===== config.mk =====
export PLATFORM = sky130hd
export DESIGN_NAME = rmap_reply_tx
export DESIGN_NICKNAME = d
export VERILOG_FILES = /design/src/rtl/rmap_reply_tx.sv
export SDC_FILE = /design/constraint.sdc
export NUM_CORES = 1
export LEC_CHECK = 0
export BUFFER_PORTS_ARGS = -buffer_cell sky130_fd_sc_hd__buf_2
export CORE_ASPECT_RATIO = 0.7
export CORE_MARGIN = 3
export CORE_UTILIZATION = 57
export CTS_CLUSTER_DIAMETER = 100
export DETAILED_ROUTE_END_ITERATION = 8
export PLACE_DENSITY = 0.83
export SLEW_MARGIN = 20
export SYNTH_ARGS = -nofsm -noshare
export SYNTH_HDL_FRONTEND = slang
export SYNTH_SLANG_ARGS = --single-unit

===== constraint.sdc =====
create_clock -name clk -period 4.15 [get_ports clk]
set_clock_uncertainty 0.1 [all_clocks]
set_input_delay 0.6225 -clock clk [delete_from_list [all_inputs] [get_ports clk]]
set_output_delay 0.6225 -clock clk [all_outputs]
set_load 0.005 [all_outputs]

===== src/rtl/rmap_reply_tx.sv =====
// RMAP reply packet assembler: header + header CRC, optional read data + data CRC,
// terminated with EOP (or EEP on abort), written one character per cycle into the TX FIFO.
module rmap_reply_tx #(
  parameter int LEN_W = 24
) (
  input  logic             clk,
  input  logic             rst,
  input  logic             start,
  input  logic             isRead,
  input  logic [7:0]       initiatorLa,
  input  logic [7:0]       instruction,
  input  logic [7:0]       status,
  input  logic [7:0]       targetLa,
  input  logic [15:0]      transactionId,
  input  logic [LEN_W-1:0] dataLength,
  input  logic [7:0]       dataIn,
  input  logic             dataValid,
  output logic             dataReady,
  input  logic             abort,
  output logic             txWriteEnable,
  output logic [8:0]       txDataIn,
  input  logic             txFull,
  output logic             busy,
  output logic             done,
  output logic             doneErr
);

  typedef enum logic [2:0] {IDLE, HDR, HCRC, DATA, DCRC, EOP, EEP} state_t;

  state_t           state, stateNext;
  logic [3:0]       hdrIdx, hdrIdxNext;
  logic [LEN_W-1:0] remaining, remainingNext;
  logic [7:0]       crc, crcNext;
  logic             emit;
  logic [7:0]       hdrByte;
  logic             hdrLast;
  logic [7:0]       crcUpd;

  logic             readReg;
  logic [7:0]       iLaReg, instrReg, statusReg, tLaReg;
  logic [15:0]      tidReg;
  logic [23:0]      lenReg;

  // Reflected form of x^8+x^2+x+1 (0x07 -> 0xE0), LSB first, no final XOR.
  function automatic logic [7:0] crcByte(input logic [7:0] c, input logic [7:0] d);
    logic [7:0] x;
    x = c ^ d;
    for (int i = 0; i < 8; i++) begin
      x = x[0] ? ((x >> 1) ^ 8'hE0) : (x >> 1);
    end
    return x;
  endfunction

  always_ff @(posedge clk or posedge rst) begin
    if (rst) begin
      readReg   <= 1'b0;
      iLaReg    <= 8'h00;
      instrReg  <= 8'h00;
      statusReg <= 8'h00;
      tLaReg    <= 8'h00;
      tidReg    <= 16'h0000;
      lenReg    <= 24'h000000;
    end else if (state == IDLE && start) begin
      readReg   <= isRead;
      iLaReg    <= initiatorLa;
      instrReg  <= instruction;
      statusReg <= status;
      tLaReg    <= targetLa;
      tidReg    <= transactionId;
      lenReg    <= 24'(dataLength);
    end
  end

  always_comb begin
    hdrByte = 8'h00;
    case (hdrIdx)
      4'd0:    hdrByte = iLaReg;
      4'd1:    hdrByte = 8'h01;
      4'd2:    hdrByte = instrReg;
      4'd3:    hdrByte = statusReg;
      4'd4:    hdrByte = tLaReg;
      4'd5:    hdrByte = tidReg[15:8];
      4'd6:    hdrByte = tidReg[7:0];
      4'd7:    hdrByte = 8'h00;
      4'd8:    hdrByte = lenReg[23:16];
      4'd9:    hdrByte = lenReg[15:8];
      4'd10:   hdrByte = lenReg[7:0];
      default: hdrByte = 8'h00;
    endcase
  end

  assign hdrLast = readReg ? (hdrIdx == 4'd10) : (hdrIdx == 4'd6);

  always_comb begin
    emit      = 1'b0;
    txDataIn  = 9'h000;
    dataReady = 1'b0;
    case (state)
      HDR: begin
        emit     = 1'b1;
        txDataIn = {1'b0, hdrByte};
      end
      HCRC, DCRC: begin
        emit     = 1'b1;
        txDataIn = {1'b0, crc};
      end
      DATA: begin
        emit      = dataValid;
        dataReady = !txFull;
        txDataIn  = {1'b0, dataIn};
      end
      EOP: begin
        emit     = 1'b1;
        txDataIn = 9'h100;
      end
      EEP: begin
        emit     = 1'b1;
        txDataIn = 9'h101;
      end
      default: ;
    endcase
  end

  assign txWriteEnable = emit && !txFull;
  assign busy          = (state != IDLE);
  assign done          = txWriteEnable && (state == EOP || state == EEP);
  assign doneErr       = txWriteEnable && (state == EEP);
  assign crcUpd        = crcByte(crc, txDataIn[7:0]);

  always_comb begin
    stateNext     = state;
    hdrIdxNext    = hdrIdx;
    remainingNext = remaining;
    crcNext       = crc;
    case (state)
      IDLE: if (start) begin
        stateNext     = HDR;
        hdrIdxNext    = 4'd0;
        crcNext       = 8'h00;
        remainingNext = dataLength;
      end
      HDR: if (txWriteEnable) begin
        crcNext    = crcUpd;
        hdrIdxNext = hdrIdx + 4'd1;
        if (hdrLast) stateNext = HCRC;
      end
      HCRC: if (txWriteEnable) begin
        // Data CRC starts fresh; it never covers header bytes.
        crcNext = 8'h00;
        if (!readReg)                  stateNext = EOP;
        else if (remaining == '0)      stateNext = DCRC;
        else                           stateNext = DATA;
      end
      DATA: if (txWriteEnable) begin
        crcNext       = crcUpd;
        remainingNext = remaining - LEN_W'(1);
        if (remaining == LEN_W'(1)) stateNext = DCRC;
      end
      DCRC: if (txWriteEnable) stateNext = EOP;
      EOP, EEP: if (txWriteEnable) stateNext = IDLE;
      default: stateNext = IDLE;
    endcase
    if (abort && (state == HDR || state == HCRC || state == DATA || state == DCRC))
      stateNext = EEP;
  end

  always_ff @(posedge clk or posedge rst) begin
    if (rst) begin
      state     <= IDLE;
      hdrIdx    <= 4'd0;
      remaining <= '0;
      crc       <= 8'h00;
    end else begin
      state     <= stateNext;
      hdrIdx    <= hdrIdxNext;
      remaining <= remainingNext;
      crc       <= crcNext;
    end
  end

endmodule


==> impl_results.md <==
* Die area at 12200 sq um
* Switching part of the total at 0.452
* Post-synth EDFFs at 0
* Clock Power Share at 0.158
* Internal at 3.04 mW
* Post-CTS setup repair buffer count at 0
* I/O Buffers at 100
* Dpl cells at 961
* Worst path required time at 3.43 ns
* CTS tree: built
* Placer Congestion at 0.927
* Part of the power in registers at 0.379
* Placed instance area at 6780 sq um
* Worst hold slack at 0.308 ns
* CTS root buffer: clkbuf_16
* Initial antenna violation count at 0
* Min Tclk post-route at 3.79 ns
* Largest family of logic cells by synthesized area: simple AND/OR/NAND/NOR gates
* Status: finished, final reports clean
* Die Ht at 93.4 um
* Worst stage delay on the critical path at 0.72 ns
* Switching power at 2.50 mW
* Syn Inst Count at 763
* CTS resizes at 0
* Async SR Flop Fraction at 1.00
* Largest net degree at the start of global routing at 91
* Core ar. at 10500 sq um
* DR pass1 iterations at 6
* DRC Markers at 0
* Hold Path Class: input pin to asynchronous set/reset pin
* Setup violations, final at 0
* Critical path's slowest cell: a2111oi_0
* Ratio of final minimum period to clock period at 0.913
* Layout cells sized above 1 at 0.178
* Power Density at 782 nW/um^2
* Clk sinks at 112
* Max IR drop VDD at 0.322 mV
* Num CTS Buffers at 9
* Die W at 131 um
* Number of global-route vias before repair at 5470
* Startpoint types: flop
* Yosys warning count at 0
* Met1 usage at 0.446
* Fin nets at 934
* Final wirelength at 17.8 mm
* Final std cells w/o fill at 977
* H-tree Lvls at 3
* Area grow syn2layout at 13.9%
* Post-synthesis compound-gate area fraction at 0.180
* Xor/xnor share of the synthesized area at 0.0360
* Cell Area, Synth at 6220 sq um
* Global-route wire length before repair at 28.0 mm
* Comb pwr share at 0.463
* Initial core utilization at 0.594
* Worst-Margin Slew at 0.883 ns
* CTS Buffer Depth at 2
* Share of the synthesized area in the top cell type at 0.451
* Max cap viols at 0
* Via count at 5939
* Clock-pin slew on the worst setup and hold paths at 0.08 ns
* Data arrival, critical path at 3.07 ns
* Via density at 6.08
* Post-route ant nets at 0
* Setup total negative slack at 0 ns
* CP endpoint kind: output port
* Synth top area cells: dfrtp_1 (45%), nand2_1 (16%), o21ai_0 (3.8%), a21oi_1 (2.7%), nor2_1 (2.5%)
* Post-route setup slack at 0.361 ns
* # rows at 31
* RSZ-0062 raised after global routing: no
* Met2 usage at 0.429
* Post-DP HPWL at 12.8 mm
* Adder-cell share of the synthesized area at 0.0157
* Initial DRC Count at 871
* Post-synthesis register bit count at 112
* Max Freq at 264 MHz
* Final instance area at 7090 sq um
* Avg WL per Cell at 18.2 um
* Critical path's most frequent cell: o21ai_0
* Post-Synth Simple-Gate Area at 0.259
* Antenna diode count at 0
* Place WS at 0.697 ns
* Final Max Tran Viols at 0
* Final core occ at 0.677
* Grt met3 use at 0.0696
* CP Max Fanout at 23
* Area leader, netlist: dfrtp_1
* Critical setup path kind: flop to output port
* CTS Hold Buffers Added at 0
* Dominant synthesized flop cell: dfrtp_1
* P_leak at 3.43 nW
* Mux share of post-synthesis cell area at 0.0161
* Power, Total at 5.54 mW
* Gr usage total at 0.294
* Boundary Pins at 101
* Remaining global-route overflow at 0
* Final Hold Viols at 0
* Yosys cell types at 68
* Syn Area/Cell at 8.15 sq um
* Seq/Total Area, Yosys at 0.451
* Max_slew headroom at 0.411
* Syn Nets at 857
* GRT busiest layer: met1
* Cell Chain, Critical Path: inv_1, ha_1, nand3_1, o21ai_0, a2111oi_0, o21ai_0, a21o_1, buf_2
* Latest clock arrival within the worst-skew pair at 0.36 ns
## logic make-up (layout without fill, tap and decap cells)
logic type,Yosys count,after routing
DFF,112,112
xor gates and xnor gates,23,23
muxes,10,10
AOI/OAI and AO/OA,169,169
and+or+nand+nor,378,378
buffers and inverters,63,145
adders and majority gates,8,8
## metal layers
layer  vias up  wire [um]
met5         -          0
met4         0        225
met3        28       1690
met2       306       7890
met1      2826       7970
li1       2779          -
## cell usage after synthesis (3+ instances only)
| master | count |
|---|---|
| a21oi_1 | 33 |
| a22oi_1 | 18 |
| xor2_1 | 10 |
| o21ai_1 | 4 |
| inv_1 | 16 |
| mux2i_1 | 10 |
| nand4b_1 | 5 |
| nor4_1 | 6 |
| nand2_1 | 271 |
| ha_1 | 7 |
| nand3_1 | 14 |
| nor2_1 | 42 |
| o21ai_0 | 47 |
| or3_4 | 3 |
| dfrtp_1 | 112 |
| nand2b_1 | 6 |
| buf_2 | 8 |
| a211oi_1 | 3 |
| o221a_2 | 3 |
| a31oi_1 | 6 |
| xnor2_1 | 11 |
| clkbuf_1 | 32 |
| o211ai_1 | 8 |
| a32oi_1 | 3 |
| o22ai_1 | 7 |
| and2_1 | 3 |
| nor3_1 | 10 |
| buf_4 | 3 |
| a222oi_1 | 12 |
## cell type report
type                    count  area, sq um
clock buffers               9          225
clock inverters             7         75.1
fillers                   886         3390
inverters                  17         68.8
multi-input cells         588         3160
flip-flops and latches    112         2800
well taps                 132          165
repair buffers            112          591
## worst paths after layout
| kind | slack, ns | cells past startpoint | from | endpoint |
|---|---|---|---|---|
| max reg2reg | 0.45 | 11 | hdrIdx[1] | crc[4] |
| min | 0.31 | 2 | rst | remaining[19] |
| min reg2reg | 0.38 | 2 | statusReg[1] | statusReg[1] |
| max in group asynchronous | 2.92 | 3 | rst | crc[0] |
| min in group clk | 0.34 | 3 | initiatorLa[5] | iLaReg[5] |
| max | 0.36 | 8 | hdrIdx[1] | txDataIn[6] |
## power groups by stage
stage	Combinational (mW)	Sequential [mW]	Clock, mW
global placement	2.41	2.07	0
detailed placement	2.51	2.09	0
CTS	2.53	2.08	0.880
floorplan	2.01	1.87	0
finish	2.57	2.10	0.877
global route	2.85	2.15	0.918
## layout by cell type, fill, tap and decap left out, types with 11 or more instances in the layout
cell,synthesis,layout
a222oi_1,12,12
a22oi_1,18,18
a21oi_1,33,33
inv_1,16,15
dfrtp_1,112,112
xnor2_1,11,11
nand2_1,271,270
nor2_1,42,41
buf_4,3,12
buf_2,8,100
nand3_1,14,14
o21ai_0,47,47
## state kept, by name (all words and copies together) (netlist names)
name       cells
lenReg        24
remaining     24
tidReg        16
crc            8
iLaReg         8
instrReg       8
statusReg      8
tLaReg         8
hdrIdx         4
state          3
readReg        1
## critical path, delay by kind of cell (launching register included)
kind / cells / cell delay, ns
adder cells (fa/ha/maj): 1 / 0.49
AND/OR/NAND/NOR: 1 / 0.20
flip-flops: 1 / 0.46
buffers and inverters: 2 / 0.24
AO/OA/AOI/OAI: 4 / 1.31
(Power assumes the default switching activity.)
